File: src/rtl/imem_loader_pkg.sv
// rtl/imem_loader_pkg.sv - shared state encoding and stream framing constants for imem_loader
package imem_loader_pkg;

    typedef enum logic [2:0] {
        IDLE,
        HDR_HI,
        HDR_LO,
        DATA,
        WRITE,
        CSUM,
        DONE,
        ERROR
    } state_t;

    localparam int HDR_BYTES  = 2;
    localparam int WORD_BYTES = 4;

endpackage

File: src/rtl/imem_loader_byte_packer.sv
// rtl/imem_loader_byte_packer.sv - gathers four bytes MSB-first into one 32-bit word
module byte_packer
    import imem_loader_pkg::*;
(
    input  logic        clk,
    input  logic        reset,
    input  logic        clear,
    input  logic        push,
    input  logic [7:0]  data,
    output logic [31:0] word,
    output logic        word_full
);

    logic [1:0]  cnt;
    logic [23:0] sr;

    always_ff @(posedge clk) begin
        if (reset || clear) begin
            cnt <= '0;
            sr  <= '0;
        end else if (push) begin
            cnt <= cnt + 2'd1;
            sr  <= {sr[15:0], data};
        end
    end

    // The completing byte is merged combinationally so the word is usable on its handshake.
    assign word      = {sr, data};
    assign word_full = push && (cnt == 2'(WORD_BYTES - 1));

endmodule

File: src/rtl/imem_loader.sv
// rtl/imem_loader.sv - length-prefixed byte stream to instruction memory loader; option IMEM_LOADER_CHECKSUM_EN
module imem_loader
    import imem_loader_pkg::*;
#(
    parameter int ADDR_W    = 10,
    parameter int BASE_ADDR = 0
) (
    input  logic              clk,
    input  logic              reset,
    input  logic              start,
    input  logic              in_valid,
    input  logic [7:0]        in_data,
    output logic              in_ready,
    output logic              im_we,
    output logic [ADDR_W-1:0] im_addr,
    output logic [31:0]       im_wdata,
    output logic              cpu_hold,
    output logic              done,
    output logic              err,
    output logic [15:0]       words_loaded
);

    // Words that fit between BASE_ADDR and the top of memory; larger images are refused.
    localparam int CAP_WORDS = (1 << (ADDR_W - 2)) - BASE_ADDR / WORD_BYTES;

`ifdef IMEM_LOADER_CHECKSUM_EN
    localparam state_t AFTER_LAST = CSUM;
`else
    localparam state_t AFTER_LAST = DONE;
`endif

    state_t state, state_nx;

    logic [8*(HDR_BYTES-1)-1:0] hdr_hi;
    logic [8*HDR_BYTES-1:0]     hdr_len;
    logic [15:0]                remaining;
    logic                       take;
    logic                       start_ok;
    logic                       push;
    logic [31:0]                pk_word;
    logic                       pk_full;

    assign take     = in_valid && in_ready;
    assign start_ok = start && (state == IDLE || state == DONE || state == ERROR);
    assign push     = take && (state == DATA);
    assign hdr_len  = {hdr_hi, in_data};

`ifdef IMEM_LOADER_CHECKSUM_EN
    logic [7:0] csum;

    always_ff @(posedge clk) begin
        if (reset || start_ok) begin
            csum <= '0;
        end else if (push) begin
            csum <= csum ^ in_data;
        end
    end
`endif

    byte_packer u_packer (
        .clk       (clk),
        .reset     (reset),
        .clear     (start_ok),
        .push      (push),
        .data      (in_data),
        .word      (pk_word),
        .word_full (pk_full)
    );

    always_comb begin
        state_nx = state;
        in_ready = 1'b0;
        case (state)
            IDLE: begin
                if (start) state_nx = HDR_HI;
            end
            HDR_HI: begin
                in_ready = 1'b1;
                if (in_valid) state_nx = HDR_LO;
            end
            HDR_LO: begin
                in_ready = 1'b1;
                if (in_valid) begin
                    if (hdr_len == '0)                      state_nx = AFTER_LAST;
                    else if (int'(hdr_len) > CAP_WORDS)     state_nx = ERROR;
                    else                                    state_nx = DATA;
                end
            end
            DATA: begin
                in_ready = 1'b1;
                if (pk_full) state_nx = WRITE;
            end
            WRITE: begin
                state_nx = (remaining == 16'd1) ? AFTER_LAST : DATA;
            end
`ifdef IMEM_LOADER_CHECKSUM_EN
            CSUM: begin
                in_ready = 1'b1;
                if (in_valid) state_nx = (in_data == csum) ? DONE : ERROR;
            end
`endif
            DONE, ERROR: begin
                if (start) state_nx = HDR_HI;
            end
            default: state_nx = IDLE;
        endcase
    end

    always_ff @(posedge clk) begin
        if (reset) begin
            state        <= IDLE;
            hdr_hi       <= '0;
            remaining    <= '0;
            im_addr      <= ADDR_W'(BASE_ADDR);
            im_wdata     <= '0;
            words_loaded <= '0;
        end else begin
            state <= state_nx;
            if (start_ok) begin
                im_addr      <= ADDR_W'(BASE_ADDR);
                words_loaded <= '0;
            end
            if (take && state == HDR_HI) hdr_hi <= in_data;
            if (take && state == HDR_LO) remaining <= hdr_len;
            if (pk_full) im_wdata <= pk_word;
            if (state == WRITE) begin
                im_addr      <= im_addr + ADDR_W'(WORD_BYTES);
                words_loaded <= words_loaded + 16'd1;
                remaining    <= remaining - 16'd1;
            end
        end
    end

    assign im_we    = (state == WRITE);
    assign done     = (state == DONE);
    assign err      = (state == ERROR);
    assign cpu_hold = (state != DONE);

endmodule
File: config.mk
export PLATFORM = sky130hd
export DESIGN_NAME = imem_loader
export DESIGN_NICKNAME = d
export VERILOG_FILES = /design/src/rtl/imem_loader_pkg.sv /design/src/rtl/imem_loader_byte_packer.sv /design/src/rtl/imem_loader.sv
export SDC_FILE = /design/constraint.sdc
export NUM_CORES = 1
export LEC_CHECK = 0
export ABC_AREA = 1
export CAP_MARGIN = 20
export CORE_UTILIZATION = 50
export CTS_CLUSTER_DIAMETER = 50
export DETAILED_ROUTE_END_ITERATION = 6
export HOLD_SLACK_MARGIN = 0.02
export PLACE_DENSITY = 0.75
export SYNTH_ARGS = -nofsm -noshare
export SYNTH_HDL_FRONTEND = slang
export SYNTH_SLANG_ARGS = --single-unit
File: constraint.sdc
create_clock -name clk -period 2.13 [get_ports clk]
set_clock_uncertainty 0.1 [all_clocks]
set_input_delay 0.3195 -clock clk [delete_from_list [all_inputs] [get_ports clk]]
set_output_delay 0.3195 -clock clk [all_outputs]
set_load 0.05 [all_outputs]
==> results of run 1 <==
## final timing paths
kind | startpoint | to | slack, ps | cells after the start
min reg2reg | u_packer.sr[23]$_SDFFE_PP0P_ | u_packer.sr[23]$_SDFFE_PP0P_ | 370 | 2
min | u_packer.sr[23]$_SDFFE_PP0P_ | u_packer.sr[23]$_SDFFE_PP0P_ | 370 | 2
max | words_loaded[8]$_SDFFE_PP0P_ | words_loaded[8] | 40 | 1
max reg2reg | words_loaded[1]$_SDFFE_PP0P_ | words_loaded[14]$_SDFFE_PP0P_ | 220 | 10
## what timing repair did
action,CTS,global route
endpoints found under the setup margin,1,9
gates resized for setup,1,9
setup buffers,0,0
## stage by stage
stage          cell area, µm²  power, W  setup WS [ps]
5_1_grt                  6020   0.00557           9.17
2_1_floorplan            4910   0.00350           62.0
3_3_place_gp             5770   0.00385            177
4_1_cts                  5990   0.00527           9.34
6_report                 6020   0.00526           37.0
3_5_place_dp             5770   0.00388            142
## metal layers
layer  global-route usage  up-vias
met4                0.104        0
met3               0.0492       27
li1                     -     2407
met2                0.415      168
met1                0.340     2202
met5                    0        -
## kinds of logic (layout without fill, tap and decap cells)
group | count (synthesis) | in the layout | synth area share
AND/OR/NAND/NOR | 343 | 343 | 0.291
AO/OA/AOI/OAI | 158 | 158 | 0.172
flip-flops | 109 | 109 | 0.445
buffers and inverters | 81 | 153 | 0.0714
adder cells (fa/ha/maj) | 5 | 5 | 0.0128
XOR/XNOR | 4 | 4 | 0.00715
other | 1 | 2 | 0.000765
## sequential cells by signal (all words and copies together) (netlist names)
name / count
hdr_hi: 8
state: 3
u_packer.sr: 24
im_wdata: 32
im_addr: 8
words_loaded: 16
remaining: 16
u_packer.cnt: 2
## final cells by class
| class | instances | area [µm²] |
|---|---|---|
| sequential | 109 | 2180 |
| multi-input combinational | 512 | 2380 |
| clock inverter | 6 | 88.8 |
| tap | 129 | 161 |
| timing repair buffer | 88 | 885 |
| inverter | 49 | 184 |
| clock buffer | 10 | 138 |
| fill | 894 | 3350 |
## cell usage in the layout (no fill, tap or decap), types with 10 or more instances in the layout
| cell type | instances |
|---|---|
| sky130_fd_sc_hd__nand2_1 | 167 |
| sky130_fd_sc_hd__dfxtp_1 | 109 |
| sky130_fd_sc_hd__nor2_1 | 123 |
| sky130_fd_sc_hd__clkdlybuf4s50_1 | 58 |
| sky130_fd_sc_hd__nand3_1 | 23 |
| sky130_fd_sc_hd__a211oi_1 | 10 |
| sky130_fd_sc_hd__o21ai_0 | 60 |
| sky130_fd_sc_hd__clkbuf_8 | 10 |
| sky130_fd_sc_hd__a21oi_1 | 75 |
| sky130_fd_sc_hd__inv_1 | 43 |
| sky130_fd_sc_hd__buf_4 | 18 |
## power groups by stage
stage	combinational, W	clock [W]	sequential (W)
floorplan	0.00120	0	0.00230
global placement	0.00153	0	0.00232
detailed placement	0.00155	0	0.00233
CTS	0.00157	0.00141	0.00228
global route	0.00178	0.00149	0.00230
finish	0.00159	0.00139	0.00229
==> results.json, run 1 <==
{
  "outcome": "finished, final reports clean",
  "groute.usage.overall": 0.258,
  "route.antenna.remaining_nets": 0,
  "switching_power_w": 0.00197,
  "critical-path-slowest-cell": "sky130_fd_sc_hd__clkdlybuf4s50_1",
  "power.clock.fraction": 0.263,
  "synthesis.area_um2": 4900,
  "final.period_utilization": 0.983,
  "period_needed_ps": 2090,
  "grt_start_max_net_pins": 36,
  "critical_path_required_ps": 1710,
  "grt_pass1_wl_mm": 20.8,
  "power_report.internal_total_w": 0.00329,
  "fin_tns_setup_ps": 0,
  "synth.yosys.seq_area_share": 0.445,
  "ir_worst_vdd_v": 0.000526,
  "met1_length_mm": 5.71,
  "floorplan.rows": 35,
  "leakagePower_nw": 2.38,
  "start_kind": "flip-flop",
  "endpoint_kind": "output pin",
  "initial_utilization": 0.523,
  "seqPwrFrac": 0.434,
  "ioPinCount": 75,
  "number_of_nets_in_the_finished_design": 786,
  "grt-ovfl-total": 0,
  "total_length_of_routed_met2_wires_mm": 5.76,
  "synth_area_per_cell_um2": 6.99,
  "final_core_util": 0.642,
  "core_region_area_um2": 9370,
  "timing.critical_path.cells": "clkdlybuf4s50_1",
  "synth_enable_flop_cells": 0,
  "worstHoldPathType": "reg2reg",
  "clockRootBuffer": "sky130_fd_sc_hd__clkbuf_8",
  "wire_per_inst_um": 13.8,
  "yosys.cell_count.top_type": "sky130_fd_sc_hd__nand2_1",
  "yosys_warnings": 0,
  "tritoncts": "built",
  "via_per_inst": 5.32,
  "cp_data_arrival_time_ps": 1670,
  "hold-worst-slack_ps": 369,
  "cts_hold_buf": 0,
  "met3WireLength_um": 744,
  "fraction_of_power_spent_switching_nets": 0.374,
  "dpl_hpwl_mm": 8.88,
  "netlist_top_cells_area": "sky130_fd_sc_hd__dfxtp_1, sky130_fd_sc_hd__nand2_1, sky130_fd_sc_hd__nor2_1, sky130_fd_sc_hd__a21oi_1, sky130_fd_sc_hd__o21ai_0",
  "cp_slowest_stage_delay_ps": 850,
  "ys.flop_type": "sky130_fd_sc_hd__dfxtp_1",
  "synth_largest_type_area_fraction": 0.445,
  "finalHoldViolCount": 0,
  "unrepaired_setup_endpoints_after_global_routing": "false",
  "timing.fmax_mhz": 478,
  "cts_made_buffers": 9,
  "dpl.cell_count": 887,
  "ctsLongestPathBuffers": 2,
  "final_max_slew_viol_count": 0,
  "dr.pass1.iters": 5,
  "wirelength_routed_mm": 12.5,
  "dr.first_iter.drc_count": 238,
  "critical_path.top_delay_family": "buffers and inverters",
  "crit_buf_inv": 1,
  "path_class": "reg2out",
  "cell_type_contributing_the_most_total_cell_area_after_synthesis": "sky130_fd_sc_hd__dfxtp_1",
  "final-instance-count-excl-fill": 903,
  "gpl.final_weighted_congestion": 0.933,
  "synthesis.instances": 701,
  "synth-seq-cells": 109,
  "drc": 0,
  "htreeDepth": 3,
  "topRoutingLayerUsed": "met4",
  "clkTransAtPathRegs_ps": 110,
  "postSynth.asyncResetShare": 0,
  "numPortBuffers": 72,
  "clock_sink_count": 109,
  "number_of_violations_of_the_max_capacitance_limit": 0,
  "syn2layout_area_growth_pct": 22.7,
  "antenna_cell_count": 0,
  "synthTopCellsByCount": "sky130_fd_sc_hd__nand2_1, sky130_fd_sc_hd__nor2_1, sky130_fd_sc_hd__dfxtp_1",
  "post_route_cells_drive_above_1_share": 0.0788,
  "pwr_density_cell_nw_per_um2": 875,
  "grt_antenna_before_repair": 0,
  "synth_cell_types": 35,
  "vias_in_the_first_global_route": 4474,
  "critical_path_peak_fanout": 5,
  "clock_insertion_delay_worst_skew_ps": 380,
  "die_footprint_um2": 10200,
  "maxSlewHeadroom": 0.654,
  "tightestPinTransition_ps": 517,
  "combPwrFrac": 0.302,
  "vias": 4804,
  "setup-violations-final": 0,
  "die_h_um": 101,
  "die_w_um": 101
}
No activity file was read; power rests on OpenSTA's default activity.
==> run 2, diff against run 1 <==
CTS_CLUSTER_DIAMETER = not set   (was 50)
==> results of run 2 <==
The final DEF is identical to that of run 1; final timing and power are the same.
==> run 3, diff against run 2 <==
CTS_CLUSTER_SIZE = 28   (was not set)
==> results of run 3 <==
The final DEF is identical to that of run 1; final timing and power are the same.
